File: src/rtl/lcd_ctrl.sv
// HD44780 write sequencer: power-up delay, fixed init list, then toggle-handshake
// user writes through a 1-deep pending slot with sticky overrun.
module lcd_ctrl #(
  parameter int unsigned PWRUP_CYC    = 2000000,
  parameter int unsigned SETUP_CYC    = 2,
  parameter int unsigned EN_CYC       = 25,
  parameter int unsigned HOLD_CYC     = 2,
  parameter int unsigned WAIT_CYC     = 2500,
  parameter int unsigned CLR_WAIT_CYC = 82000
) (
  input  logic        i_clk,
  input  logic        i_reset,
  input  logic [31:0] i_lcd_word,
  output logic [7:0]  o_lcd_data,
  output logic        o_lcd_rs,
  output logic        o_lcd_rw,
  output logic        o_lcd_en,
  output logic        o_lcd_on,
  output logic        o_busy,
  output logic        o_overrun
);
  localparam logic [31:0] PWRUP_LAST = 32'(PWRUP_CYC - 1);
  localparam logic [31:0] SETUP_LAST = 32'(SETUP_CYC - 1);
  localparam logic [31:0] EN_LAST    = 32'(EN_CYC - 1);
  localparam logic [31:0] HOLD_LAST  = 32'(HOLD_CYC - 1);
  localparam logic [31:0] WAIT_LAST  = 32'(WAIT_CYC - 1);
  localparam logic [31:0] CLR_LAST   = 32'(CLR_WAIT_CYC - 1);

  typedef enum logic [2:0] {
    S_PWRUP, S_IDLE, S_SETUP, S_ENABLE, S_HOLD, S_WAIT
  } state_e;

  state_e      state_q, state_d;
  logic [31:0] cnt_q, cnt_d;
  logic [2:0]  idx_q, idx_d;
  logic        slot_vld_q, slot_vld_d;
  logic        slot_rs_q, slot_rs_d;
  logic [7:0]  slot_data_q, slot_data_d;
  logic        tog_q;
  logic        ovr_q, ovr_d;
  logic [7:0]  data_q, data_d;
  logic        rs_q, rs_d;
  logic        en_q, en_d;
  logic        on_q;
  logic        busy_q, busy_d;
  logic        req, take, is_clr;
  logic [7:0]  init_word;
  logic [31:0] wait_last;
  logic        unused_bits;

  assign req         = i_lcd_word[10] ^ tog_q;
  assign is_clr      = !rs_q && (data_q == 8'h01 || data_q == 8'h02);
  assign wait_last   = is_clr ? CLR_LAST : WAIT_LAST;
  assign unused_bits = ^{i_lcd_word[30:11], i_lcd_word[9]};

  always_comb begin
    case (idx_q)
      3'd0:    init_word = 8'h38;
      3'd1:    init_word = 8'h0C;
      3'd2:    init_word = 8'h01;
      default: init_word = 8'h06;
    endcase
  end

  always_comb begin
    state_d = state_q;
    cnt_d   = cnt_q + 32'd1;
    idx_d   = idx_q;
    data_d  = data_q;
    rs_d    = rs_q;
    take    = 1'b0;
    case (state_q)
      S_PWRUP: if (cnt_q == PWRUP_LAST) begin
        state_d = S_SETUP;
        cnt_d   = '0;
        data_d  = init_word;
        rs_d    = 1'b0;
        idx_d   = idx_q + 3'd1;
      end
      S_IDLE: begin
        cnt_d = '0;
        if (slot_vld_q) begin
          take    = 1'b1;
          data_d  = slot_data_q;
          rs_d    = slot_rs_q;
          state_d = S_SETUP;
        end
      end
      S_SETUP:  if (cnt_q == SETUP_LAST) begin state_d = S_ENABLE; cnt_d = '0; end
      S_ENABLE: if (cnt_q == EN_LAST)    begin state_d = S_HOLD;   cnt_d = '0; end
      S_HOLD:   if (cnt_q == HOLD_LAST)  begin state_d = S_WAIT;   cnt_d = '0; end
      S_WAIT: if (cnt_q == wait_last) begin
        cnt_d = '0;
        // Init list chains straight into the next write; user writes go back to IDLE.
        if (idx_q < 3'd4) begin
          state_d = S_SETUP;
          data_d  = init_word;
          rs_d    = 1'b0;
          idx_d   = idx_q + 3'd1;
        end else begin
          state_d = S_IDLE;
        end
      end
      default: begin state_d = S_PWRUP; cnt_d = '0; end
    endcase

    // A request landing on the consume edge refills the freed slot, no overrun.
    slot_vld_d  = slot_vld_q & ~take;
    slot_rs_d   = slot_rs_q;
    slot_data_d = slot_data_q;
    ovr_d       = ovr_q;
    if (req) begin
      if (slot_vld_d) ovr_d = 1'b1;
      slot_vld_d  = 1'b1;
      slot_rs_d   = i_lcd_word[8];
      slot_data_d = i_lcd_word[7:0];
    end

    en_d   = (state_d == S_ENABLE);
    busy_d = !(state_d == S_IDLE && !slot_vld_d);
  end

  always_ff @(posedge i_clk) begin
    if (i_reset) begin
      state_q     <= S_PWRUP;
      cnt_q       <= '0;
      idx_q       <= '0;
      slot_vld_q  <= 1'b0;
      slot_rs_q   <= 1'b0;
      slot_data_q <= '0;
      tog_q       <= i_lcd_word[10];
      ovr_q       <= 1'b0;
      data_q      <= '0;
      rs_q        <= 1'b0;
      en_q        <= 1'b0;
      on_q        <= 1'b0;
      busy_q      <= 1'b1;
    end else begin
      state_q     <= state_d;
      cnt_q       <= cnt_d;
      idx_q       <= idx_d;
      slot_vld_q  <= slot_vld_d;
      slot_rs_q   <= slot_rs_d;
      slot_data_q <= slot_data_d;
      tog_q       <= i_lcd_word[10];
      ovr_q       <= ovr_d;
      data_q      <= data_d;
      rs_q        <= rs_d;
      en_q        <= en_d;
      on_q        <= i_lcd_word[31];
      busy_q      <= busy_d;
    end
  end

  assign o_lcd_data = data_q;
  assign o_lcd_rs   = rs_q;
  assign o_lcd_rw   = 1'b0;
  assign o_lcd_en   = en_q;
  assign o_lcd_on   = on_q;
  assign o_busy     = busy_q;
  assign o_overrun  = ovr_q;
endmodule

File: config.mk
export PLATFORM = sky130hd
export DESIGN_NAME = lcd_ctrl
export DESIGN_NICKNAME = d
export VERILOG_FILES = /design/src/rtl/lcd_ctrl.sv
export SDC_FILE = /design/constraint.sdc
export NUM_CORES = 1
export LEC_CHECK = 0
export ABC_AREA = 1
export CELL_PAD_IN_SITES_DETAIL_PLACEMENT = 0
export CELL_PAD_IN_SITES_GLOBAL_PLACEMENT = 1
export CORE_ASPECT_RATIO = 0.75
export CORE_MARGIN = 8
export CORE_UTILIZATION = 30
export DETAILED_ROUTE_END_ITERATION = 16
export PLACE_DENSITY_LB_ADDON = 0.25
export SLEW_MARGIN = 5
export SYNTH_ARGS = -nofsm -noshare
export SYNTH_HDL_FRONTEND = slang
export SYNTH_SLANG_ARGS = --single-unit
File: constraint.sdc
create_clock -name i_clk -period 2.1 [get_ports i_clk]
set_input_delay 0.21 -clock i_clk [delete_from_list [all_inputs] [get_ports i_clk]]
set_output_delay 0.21 -clock i_clk [all_outputs]
set_load 0.02 [all_outputs]
### After elaboration in Yosys (flattened, before gate mapping)

Index checks and enable logic that the tools add are counted.

* flip-flop bits (word level): 62

* add/sub/neg operators: 2
* $lt $le $gt $ge: 1
* equality and inequality tests: 19
* mux-type cells: 32
* bitwise gates (word level): 3
* reductions and logical operators: 14

Operators by type and width (number)
* 2-to-1 mux 32 bit: 4
* one-hot mux 32 bit (4 select lines): 1
* adder 32 x 1 -> 32 bit (second input constant): 1
* == test 32 x 1 -> 1 bit (second input constant): 1
* == test 32 x 17 -> 1 bit: 1
* == test 32 x 21 -> 1 bit (second input constant): 1
* == test 32 x 5 -> 1 bit (second input constant): 1
* 2-to-1 mux 8 bit: 4
* 2-to-1 mux 3 bit: 9
* one-hot mux 8 bit (3 select lines): 1
* one-hot mux 3 bit (6 select lines): 1
* one-hot mux 6 bit (3 select lines): 1
* 2-to-1 mux 17 bit: 1
* == test 3 x 2 -> 1 bit (second input constant): 4
* == test 3 x 1 -> 1 bit (second input constant): 3
* == test 8 x 1 -> 1 bit (second input constant): 1
* == test 8 x 2 -> 1 bit (second input constant): 1
* inequality test 2 bit (second input constant): 4
* 2-to-1 mux 1 bit: 7
* == test 3 bit (second input constant): 2
* zero test 3 bit: 2
* one-hot mux 3 bit (2 select lines): 1
* AND reduction 5 bit: 1
* AND reduction 4 bit: 1
* 14 further kinds: 17

### Longest topological paths before layout

* depth after elaboration: 10
* depth in mapped cells: 13

### Worst setup path after synthesis

OpenSTA, ideal clock, no wires.

* path kind: register -> register
* from: register cnt_q[0]
* to: register data_q[0], in the netlist o_lcd_data[0]
* setup time: 113 ps
* data arrival time: 1680 ps
* required time: 1987 ps
* path slack: 307 ps
* cell stages (with the launch flop): 12
* path buffers: 1
* cells stage by stage: dfxtp_1 ha_1 inv_1 nor2_4 nand2_1 nor2_1 nand2_2 a21oi_4 nand3_2 buf_6 nor2_1 nor2_1

* word-level cells in the longest chain between the ends: 3

RTL lines
* start, declared: RTL line 34 `logic [31:0] cnt_q, cnt_d;`
* start signal, assigned: RTL line 140 `cnt_q <= cnt_d;`
* == test 32 x 17 -> 1 bit / == test 32 x 21 -> 1 bit (equally long branches): RTL line 92, 73
* inequality test 2 bit (no source line)
* AND reduction 5 bit (no source line) (*)
* end signal, assigned: RTL line 147 `data_q <= data_d;`
* end, declared: RTL line 41 `logic [7:0] data_q, data_d;`

Mark *: on every way between the ends. The rest lies on a longest branch, timed or not.
A chain may end at the register's enable or synchronous reset.

### Final worst setup path

* from: register cnt_q[0]
* to: register cnt_q[16]

* word-level cells in the longest chain between the ends: 3

RTL lines
* adder 32 x 1 -> 32 bit, or another cell as far along: RTL line 67 `cnt_d = cnt_q + 32'd1;`
* 2-to-1 mux 32 bit, on equally long branches
* one-hot mux 32 bit (4 select lines) (*): RTL line 72 `case (state_q)`

Marks and branches as above.

==> results by stage <==
Detailed routing:
- The vias after detailed routing is about 3400.
- The routed wire length on met3 is 465 µm.
- After detailed routing, the wire length on met1 is around 5.3 mm.
- The detail route stage leaves a number of antenna-violating nets equal to 0.
- For this block, the initial DRC count from the detailed router was slightly above 200.
- The detailed-routing iteration count for the pre-antenna-repair pass is 4.
- For this run, design rule violations remaining after detail routing come to 0.
- The final routed wirelength across all metal layers is 9.959 mm.
- Routed signal wires occupy layers up through met4.
- The routed length on met2 is about 4 mm.
- The detailed-route wire length per cell is around 13 µm.
- Using the TritonRoute via totals, the vias-per-cell ratio works out to between 4 and 5.

Power:
- In this run the power density over the cells is between 1000 and 1500 mW/mm².
- The reported leakage power is around 1.9 nW.
- The maximum vdd ir drop is ~0.39 mV.

Final layout:
- The final net count is ~640.
- The total inserted antenna cells is 0.
- The fraction of layout cells with a size suffix above 1 is 0.1229.
- Compared with the post-synthesis result, the final layout area differs by 22.34%.
- With fillers left out, the area of the finished cells amounts to 0.004508 mm².
- In the layout the commonest cells are 126 x sky130_fd_sc_hd__nand2_1, 100 x sky130_fd_sc_hd__nor2_1, 78 x sky130_fd_sc_hd__inv_1.
- The commonest non-fill, non-tap cell in the layout is sky130_fd_sc_hd__nand2_1.

Global routing:
- The residual overflow from global routing is 0.
- The initial antenna violation count is 0.
- The first global-routing pass estimated ~17 mm of wire.
- The number of global-route vias before repair is roughly 3300.
- The global router's overall resource usage is 0.1323.
- The pin count of the biggest net entering global routing is 21.

Setup path:
- Of all nets on the critical path, the largest fanout is 8.
- The largest individual stage delay along the critical path comes from the cell sky130_fd_sc_hd__dfxtp_1.
- The cell family contributing the most delay on the critical path is simple AND/OR/NAND/NOR gates.
- Walking the worst path, the cells encountered are buf_4 -> inv_1 -> ha_1 -> and3_1 -> nand3_1 -> nor2_2 -> nor2_1 -> nor2_4 -> nand3_4 -> buf_4 -> nand3_1 -> inv_1.
- The critical path is of the reg2reg type.
- The largest single stage delay on the critical path is slightly above 0.3 ns.
- The required time at the endpoint of the critical path is about 2.3 ns.
- The number of buffers and inverters on the critical path is 4.
- At the worst endpoint, the arrival time is ~2.1 ns.
- The sort of element at the start of the critical path is a flop.
- The kind of capture point of the worst setup path is a flop.

Timing:
- The final max-slew violation count was 0.
- Based on the critical path, the design can be clocked at up to around 0.53 GHz.
- The hold violation total from the final report is 0.
- The final total negative setup slack is 0 ns.
- The final critical-path share of the clock period is 0.8997.
- Setup repair after global routing left no endpoint under its margin.
- The final number of setup-violating endpoints is 0.
- The worst setup skew after layout is 0.007307 ns.
- Subtracting the final worst setup slack from the clock period gives about 1.9 ns.

Placement:
- In this run the tool buffered the top-level ports with 25 buffer cells.
- Detailed placement finished with a half-perimeter wire length of about 7.9 mm.
- The final RePlAce weighted congestion is slightly above 0.8.
- In this run the cell area measured after placement is 0.004163 mm².

Logic synthesis:
- In this run, distinct cell masters in the synthesized netlist total 40.
- The synthesized netlist net count is around 600.
- Dividing the synthesized area by the synthesized cell count gives roughly 6.6 µm².
- Counting flops and latches in the post-synthesis netlist gives 62.
- During synthesis, Yosys emitted a total of 0 warnings.
- The number of cells produced by synthesis is about 560.
- After synthesis the cells add up to around 0.0037 mm².
- The portion of the post-synthesis area used by sequential elements is 0.3368.

Clock network:
- The tree is rooted in a sky130_fd_sc_hd__clkbuf_16.
- The number of buffers inserted during clock tree synthesis is 9.
- The number of resized instances in the post-cts repair step is 0.
- The tree built by TritonCTS fans out to 62 sinks.
- The clock reaches the later pin of the worst-skew pair after ~0.33 ns.
- The longest clock path from root to sink contains 2 buffers.
- The clock tree from TritonCTS is built.
- The CTS H-tree depth is 3.
- The post-CTS setup-driven buffer insertion count is 0.
- Clock-pin slew was measured on the worst setup and hold paths at 0.06 ns.
- Buffers inserted to repair hold after CTS numbered 0.

Floorplanning:
- The floorplan step set the die height to 112.0 µm.
- After floorplanning, the core was divided into 35 placement rows.
- After floorplanning, the core was sized to cover around 0.012 mm².
- The x dimension of the die is approximately 140 µm.
- The initial core utilization is 0.3038.
- The floorplan step defined a die boundary enclosing between 0.015 and 0.02 mm².
- Pin placement for this block handled 48 I/O pins.

Job:
- The tool flagged a number of max-cap violations equal to 0.

Worst hold path:
- The kind of path behind the tightest hold check is in2reg.

Status:
- The run finished with clean final reports.
[cell families (layout without fill, tap and decap cells)]
kind of cell             count (synthesis)  in the layout  synth area share
AO/OA/AOI/OAI                           38             38           0.05909
buffers and inverters                   95            139            0.1087
AND/OR/NAND/NOR                        328            328            0.4064
adder cells (fa/ha/maj)                  7              7           0.02377
XOR/XNOR                                27             27           0.06417
flip-flops                              62             62            0.3368
other                                    1              1          0.001018
[where the power goes]
| group | switching [W] | total [W] | internal [W] |
|---|---|---|---|
| clock | 0.000559 | 0.00162 | 0.00107 |
| combinational | 0.000972 | 0.00159 | 0.000616 |
| sequential | 0.000125 | 0.00145 | 0.00133 |
[final timing paths]
| path | startpoint | end | slack [ns] | cells past startpoint |
|---|---|---|---|---|
| setup / recovery | cnt_q[0]$_SDFF_PP0_ | cnt_q[16]$_SDFF_PP0_ | 0.21 | 12 |
| hold / removal | i_lcd_word[10] | tog_q$_DFF_P_ | 0.37 | 1 |
| setup reg to reg | cnt_q[0]$_SDFF_PP0_ | cnt_q[16]$_SDFF_PP0_ | 0.21 | 12 |
| hold reg to reg | slot_data_q[5]$_SDFFE_PP0N_ | slot_data_q[5]$_SDFFE_PP0N_ | 0.45 | 2 |
[stage by stage]
step	util	hold slack, ns	setup slack [ns]	total power (W)	cells
final	0.3716	0.3695	0.2107	0.004665	768
after global routing	0.3716	0.3892	0.04490	0.005000	768
after CTS	0.3699	0.3643	0.08084	0.004710	768
after detailed placement	0.3432	0.4494	0.1022	0.003060	752
after global placement	0.3432	0.4412	0.1582	0.003045	752
after floorplan	-	0.2377	0.3071	0.002572	558
[cell usage after synthesis (all sizes together)]
library cell,number,share of area
xor2,22,0.052
ha,7,0.024
nor3,21,0.037
nand3,36,0.054
conb,1,0.0010
o22ai,1,0.0017
o21ai,18,0.024
or2,1,0.0017
a21oi,13,0.021
a21boi,1,0.0020
buf,8,0.020
xnor2,5,0.012
nor2,119,0.14
nand4,10,0.017
o211ai,3,0.0061
nand2,134,0.14
nand3b,3,0.0071
dfxtp,62,0.34
o21a,1,0.0020
o31ai,1,0.0020
clkbuf,3,0.0031
inv,84,0.086
nor3b,1,0.0020
and3,3,0.0054
[registers in the layout, indices dropped and copies added, names as in the netlist, 3 cells and up]
| register | flops |
|---|---|
| cnt_q | 32 |
| o_lcd_data | 8 |
| slot_data_q | 8 |
| idx_q | 3 |
| state_q | 3 |
[layout make-up]
type / count / area (µm²)
Tap cell: 166 / 207.7
Timing Repair Buffer: 39 / 355.3
Clock inverter: 6 / 85.08
Sequential cell: 62 / 1241
Fill cell: 1325 / 7622
Clock buffer: 10 / 239.0
Inverter: 84 / 315.3
Multi-Input combinational cell: 401 / 2064
[routing by layer]
layer  track usage  vias to the layer above
met1        0.1876                     1601
met4       0.02935                        0
met2        0.1922                       39
met5             0                        -
li1              -                     1801
met3       0.03720                        8
(Power assumes the default switching activity.)
